==> config.mk <==
export PLATFORM = sky130hd
export DESIGN_NAME = layer_output_collector_flat
export DESIGN_NICKNAME = d
export VERILOG_FILES = /design/src/rtl/layer_output_collector_if.sv /design/src/rtl/layer_output_collector.sv /design/src/flat_wrapper.sv
export SDC_FILE = /design/constraint.sdc
export NUM_CORES = 1
export LEC_CHECK = 0
export BUFFER_PORTS_ARGS = -buffer_cell sky130_fd_sc_hd__buf_4
export CAP_MARGIN = 10
export CORE_MARGIN = 8
export CORE_UTILIZATION = 30
export CTS_CLUSTER_DIAMETER = 50
export DETAILED_ROUTE_END_ITERATION = 8
export PLACE_DENSITY = 0.64
export SKIP_CTS_REPAIR_TIMING = 1
export SYNTH_ARGS = -nofsm -noshare
export SYNTH_HDL_FRONTEND = slang
export SYNTH_SLANG_ARGS = --single-unit
==> constraint.sdc <==
create_clock -name clk -period 2.02 [get_ports clk]
set_input_delay 0.202 -clock clk [delete_from_list [all_inputs] [get_ports clk]]
set_output_delay 0.202 -clock clk [all_outputs]
set_load 0.02 [all_outputs]
==> src/rtl/layer_output_collector_if.sv <==
// Handshake bundle between a neuron result stream and the downstream layer.
//   in_valid/in_data/in_ready    : neuron result offer and acceptance
//   vec_out/vec_valid/vec_ready  : completed activation vector handoff
//   count                        : results held in the vector being built
//   overflow                     : sticky "result offered while not ready"
// Modports: master = producer/consumer side (testbench or neighbouring layers),
//           slave  = the collector itself.
interface layer_output_collector_if #(
  parameter int NUM_NEURONS = 3,
  parameter int DATA_WIDTH  = 16
);
  localparam int CountWidth = $clog2(NUM_NEURONS + 1);

  logic                         in_valid;
  logic signed [DATA_WIDTH-1:0] in_data;
  logic                         in_ready;
  logic signed [DATA_WIDTH-1:0] vec_out [NUM_NEURONS];
  logic                         vec_valid;
  logic                         vec_ready;
  logic [CountWidth-1:0]        count;
  logic                         overflow;

  modport master (
    output in_valid, in_data, vec_ready,
    input  in_ready, vec_out, vec_valid, count, overflow
  );

  modport slave (
    input  in_valid, in_data, vec_ready,
    output in_ready, vec_out, vec_valid, count, overflow
  );
endinterface

==> src/rtl/layer_output_collector.sv <==
// Gathers NUM_NEURONS neuron results into one activation vector.
// Each accepted result is arithmetically shifted right by SHIFT and, when the
// macro LAYER_COLLECT_RELU_EN is defined, clamped at zero (ReLU) before being
// stored. Once the vector is full it is presented with vec_valid until the
// downstream layer takes it with vec_ready.
// Ports:
//   clk   : clock, all state on rising edge
//   rst_n : synchronous active-low reset
//   bus   : layer_output_collector_if.slave (input stream, vector handoff,
//           count and sticky overflow flag)
module layer_output_collector #(
  parameter int NUM_NEURONS = 3,
  parameter int DATA_WIDTH  = 16,
  parameter int SHIFT       = 0
) (
  input logic                      clk,
  input logic                      rst_n,
  layer_output_collector_if.slave  bus
);

  localparam int CountWidth = $clog2(NUM_NEURONS + 1);
  localparam logic [CountWidth-1:0] LastIdx = CountWidth'(NUM_NEURONS - 1);

  typedef enum logic [0:0] {StCollect, StFull} state_e;

  state_e                       r_state, w_state_next;
  logic [CountWidth-1:0]        r_count, w_count_next;
  logic signed [DATA_WIDTH-1:0] r_vec [NUM_NEURONS];
  logic signed [DATA_WIDTH-1:0] w_vec_next [NUM_NEURONS];
  logic                         r_overflow, w_overflow_next;
  logic signed [DATA_WIDTH-1:0] w_shifted, w_processed;

  assign w_shifted = bus.in_data >>> SHIFT;

`ifdef LAYER_COLLECT_RELU_EN
  assign w_processed = w_shifted[DATA_WIDTH-1] ? '0 : w_shifted;
`else
  assign w_processed = w_shifted;
`endif

  always_comb begin
    w_state_next    = r_state;
    w_count_next    = r_count;
    w_vec_next      = r_vec;
    w_overflow_next = r_overflow;
    unique case (r_state)
      StCollect: begin
        // vec_ready is irrelevant here; only a full vector can be handed off
        if (bus.in_valid) begin
          for (int i = 0; i < NUM_NEURONS; i++) begin
            if (r_count == CountWidth'(i)) w_vec_next[i] = w_processed;
          end
          w_count_next = r_count + CountWidth'(1);
          if (r_count == LastIdx) w_state_next = StFull;
        end
      end
      StFull: begin
        // Any offer while full is dropped, including the handoff cycle
        if (bus.in_valid) w_overflow_next = 1'b1;
        if (bus.vec_ready) begin
          w_state_next = StCollect;
          w_count_next = '0;
        end
      end
      default: w_state_next = StCollect;
    endcase
  end

  always_ff @(posedge clk) begin
    if (!rst_n) begin
      r_state    <= StCollect;
      r_count    <= '0;
      r_overflow <= 1'b0;
      for (int i = 0; i < NUM_NEURONS; i++) r_vec[i] <= '0;
    end else begin
      r_state    <= w_state_next;
      r_count    <= w_count_next;
      r_overflow <= w_overflow_next;
      r_vec      <= w_vec_next;
    end
  end

  assign bus.in_ready  = (r_state == StCollect);
  assign bus.vec_valid = (r_state == StFull);
  assign bus.count     = r_count;
  assign bus.overflow  = r_overflow;
  assign bus.vec_out   = r_vec;

endmodule

==> src/flat_wrapper.sv <==
// flat-port wrapper written by rule: the top's interface ports become plain ports
module layer_output_collector_flat 
#(
  parameter int NUM_NEURONS = 3,
  parameter int DATA_WIDTH  = 16,
  parameter int SHIFT       = 0
)
  (clk, rst_n, bus_in_valid, bus_in_data, bus_vec_ready, bus_in_ready, bus_vec_out, bus_vec_valid, bus_count, bus_overflow);
  layer_output_collector_if #(.NUM_NEURONS(NUM_NEURONS), .DATA_WIDTH(DATA_WIDTH)) bus_i ();
  input logic clk;
  input logic rst_n;
  input wire logic [$bits(bus_i.in_valid)-1:0] bus_in_valid;
  input wire logic [$bits(bus_i.in_data)-1:0] bus_in_data;
  input wire logic [$bits(bus_i.vec_ready)-1:0] bus_vec_ready;
  output wire logic [$bits(bus_i.in_ready)-1:0] bus_in_ready;
  output wire logic [$bits(bus_i.vec_out)-1:0] bus_vec_out;
  output wire logic [$bits(bus_i.vec_valid)-1:0] bus_vec_valid;
  output wire logic [$bits(bus_i.count)-1:0] bus_count;
  output wire logic [$bits(bus_i.overflow)-1:0] bus_overflow;
  assign bus_i.in_valid = bus_in_valid;
  assign bus_i.in_data = bus_in_data;
  assign bus_i.vec_ready = bus_vec_ready;
  assign bus_in_ready = bus_i.in_ready;
  assign bus_vec_out = {>>{bus_i.vec_out}};
  assign bus_vec_valid = bus_i.vec_valid;
  assign bus_count = bus_i.count;
  assign bus_overflow = bus_i.overflow;
  layer_output_collector #(.NUM_NEURONS(NUM_NEURONS), .DATA_WIDTH(DATA_WIDTH), .SHIFT(SHIFT)) u_core (.clk(clk), .rst_n(rst_n), .bus(bus_i));
endmodule
==> impl_metrics.ini <==
[setup_path]
crit_type = flop to flop
cp_max_fo = 28
r2r-start = u_core.bus.count[0]
cpPeakStageDelay_ns = 0.40
r2r_end = u_core.bus.vec_out[11]
slowest_stage = dfxtp_1
worstPathCellList = inv_1 -> ha_1 -> nand3b_1 -> buf_4 -> nand3_1 -> o21ai_0
path_buf_inv = 2
rrSetupSlack_ns = 0.56
cp.required_ns = 2.24
reg2regPathDepth = 6
arrival_ns = 1.68
critPathTopFamily = flip-flops
crit_path_start_kind = flop
cp-end-kind = flop

[synthesis]
synth_ff_type = dfxtp_1
synth-async-reset-ratio_pct = 0
synth-seq-cells = 52
synth_top_area_share_pct = 57.8
syn_area_per_cell_sq_um = 8.96
synth_area_sq_um = 1800
synth-edff-count = 0
netlist_instances = 201
synth_nets = 224
synth.most_common_cell = dfxtp_1
synth_top_cell_by_area = dfxtp_1
seq_area_frac_synth_pct = 57.8
yosysWarnings = 0
yosys-top-cells-count = 52 x dfxtp_1, 50 x o21ai_0, 49 x nand3_1
synth_cell_types = 17
yosys-top-cells-area = dfxtp_1 58%, o21ai_0 14%, nand3_1 14%

[sta]
whs_ns = 0.189
finClkSkew_ns = 0.00511
rsz0062_at_grt = false
setup_viol = 0
max_slew.worst_pin.slew_ns = 0.669
period_minus_slack_ns = 1.46
hold_viol_final = 0
timing.fmax_mhz = 684
fin_ws_ns = 0.558
final_max_slew_viol_count = 0
max-slew-margin-rel_pct = 55.4
fin_tns_setup_ns = 0
min_period_over_period_pct = 72.4

[placed_design]
port-buffer-count = 72
dp_hpwl_mm = 3.45
place_ws_ns = 0.584
gp_congestion = 0.690

[detailed_routing]
wirelength_mm = 4.75
num_vias = 1573
drt-vias-per-instance = 4.57
final_antenna_net_count = 0
drtPass1Iterations = 3
wire_per_inst_um = 13.8
drt_iter0_drc = 49
remaining_drc_errors = 0

[global_route]
antenna_found_initial = 0
grt_pass1_wl_mm = 7.89
grt_pass1_vias = 1639
overflow = 0
grt_start_max_net_pins = 70
gr-usage-all-layers_pct = 11.2

[die]
die_w_um = 93.5
initial_core_util_pct = 30.8
boundaryPins = 73
core_area_sq_um = 5850
rows = 28
dieArea_sq_um = 8740
fp.dieH_um = 93.5

[hold_path]
hp-class = input pin to flop
min_to = u_core.bus.vec_out[39]
min_path_cells = 3
hold_start = bus_in_data[7]

[final_layout]
fill_cells = 607
final_util_pct = 42.6
nets = 291
area_growth_pct = 38.5
antenna_cells = 0
drive_gt1_share_pct = 31.2

[clock_network]
clk_pin_slew_worst_paths_ns = 0.09
clock-sinks = 52
ctsLongestPathBuffers = 2
htreeDepth = 2
cts_tree = yes
cts_buffers = 5
clockRootBuffer = clkbuf_8
clock_latency_ns = 0.30

[flow_run]
drv_cap = 0

[run_status]
status = finished clean

[power_and_ir_drop]
ir_worst_vdd_uv = 357
leakage_nw = 1.06
powerDensity_nw_per_um2 = 841
==> area by class of cell <==
| cell class | count | area [sq um] | share of cell area [%] |
|---|---|---|---|
| timing repair buffer | 77 | 578 | 23.2 |
| inverter | 3 | 11.3 | 0.451 |
| clock buffer | 6 | 72.6 | 2.91 |
| sequential | 52 | 1040 | 41.7 |
| tap | 75 | 93.8 | 3.76 |
| clock inverter | 2 | 35.0 | 1.40 |
| multi-input combinational | 129 | 663 | 26.6 |
==> routing by layer <==
metal	GRT usage [%]	part of all wire, %	vias up
met5	0	0	-
met4	4.83	1.1	0
met3	4.65	10	6
met2	17.4	44	44
met1	13.2	44	697
li1	-	-	826
==> worst max path at each step <==
stage,from,end,slack [ns],depth (start not counted)
floorplan,u_core.bus.count[0],u_core.bus.vec_out[7],0.70,6
global placement,u_core.bus.count[0],u_core.bus.vec_out[5],0.68,6
detailed placement,u_core.bus.count[0],u_core.bus.vec_out[10],0.58,6
CTS,u_core.bus.count[0],u_core.bus.vec_out[5],0.56,6
global route,u_core.bus.count[0],u_core.bus.vec_out[11],0.38,6
finish,u_core.bus.count[0],u_core.bus.vec_out[11],0.56,6
==> registers in the layout, indices dropped and copies added (netlist names) <==
name	flops
u_core.bus.vec_out	48
u_core.bus.count	2
u_core.bus.overflow	1
u_core.bus.vec_valid	1
==> where the power goes <==
part	switching [mW]	total, mW	internal, mW
registers	0.0299	1.11	1.08
clock network	0.326	0.694	0.368
logic	0.178	0.299	0.121
total	0.534	2.10	1.56
==> tightest hold or removal path: cells and delay by family <==
family	cells	cell delay (ns)
AND/OR/NAND/NOR	1	0.06
AO/OA/AOI/OAI	1	0.12
buffers and inverters	1	0.07
==> cell usage in the layout (no fill, tap or decap) <==
cell type	instances
buf_4	77
dfxtp_1	52
o21ai_0	50
nand3_1	49
nand2_1	17
clkbuf_8	5
inv_1	3
nand3b_1	3
ha_1	3
nor2b_1	2
a21oi_1	2
nand2b_1	1
o21a_1	1
a21boi_0	1
bufinv_16	1
clkinv_2	1
clkbuf_1	1
==> through the flow <==
stage                     cell area [sq um]  cells  total power [mW]
after global routing                   2490    344              2.21
after CTS                              2490    344              2.13
final                                  2490    344              2.10
after detailed placement               2390    336              1.43
after global placement                 2390    336              1.43
after floorplan                        1800    201              1.29
==> kinds of logic after synthesis <==
logic type | Yosys count | share of synthesized area (%)
AOI/OAI and AO/OA | 54 | 15.3
adders and majority gates | 3 | 2.08
buffers and inverters | 20 | 5.42
and+or+nand+nor | 72 | 19.4
DFF | 52 | 57.8
Power figures use the tool's default switching activity.
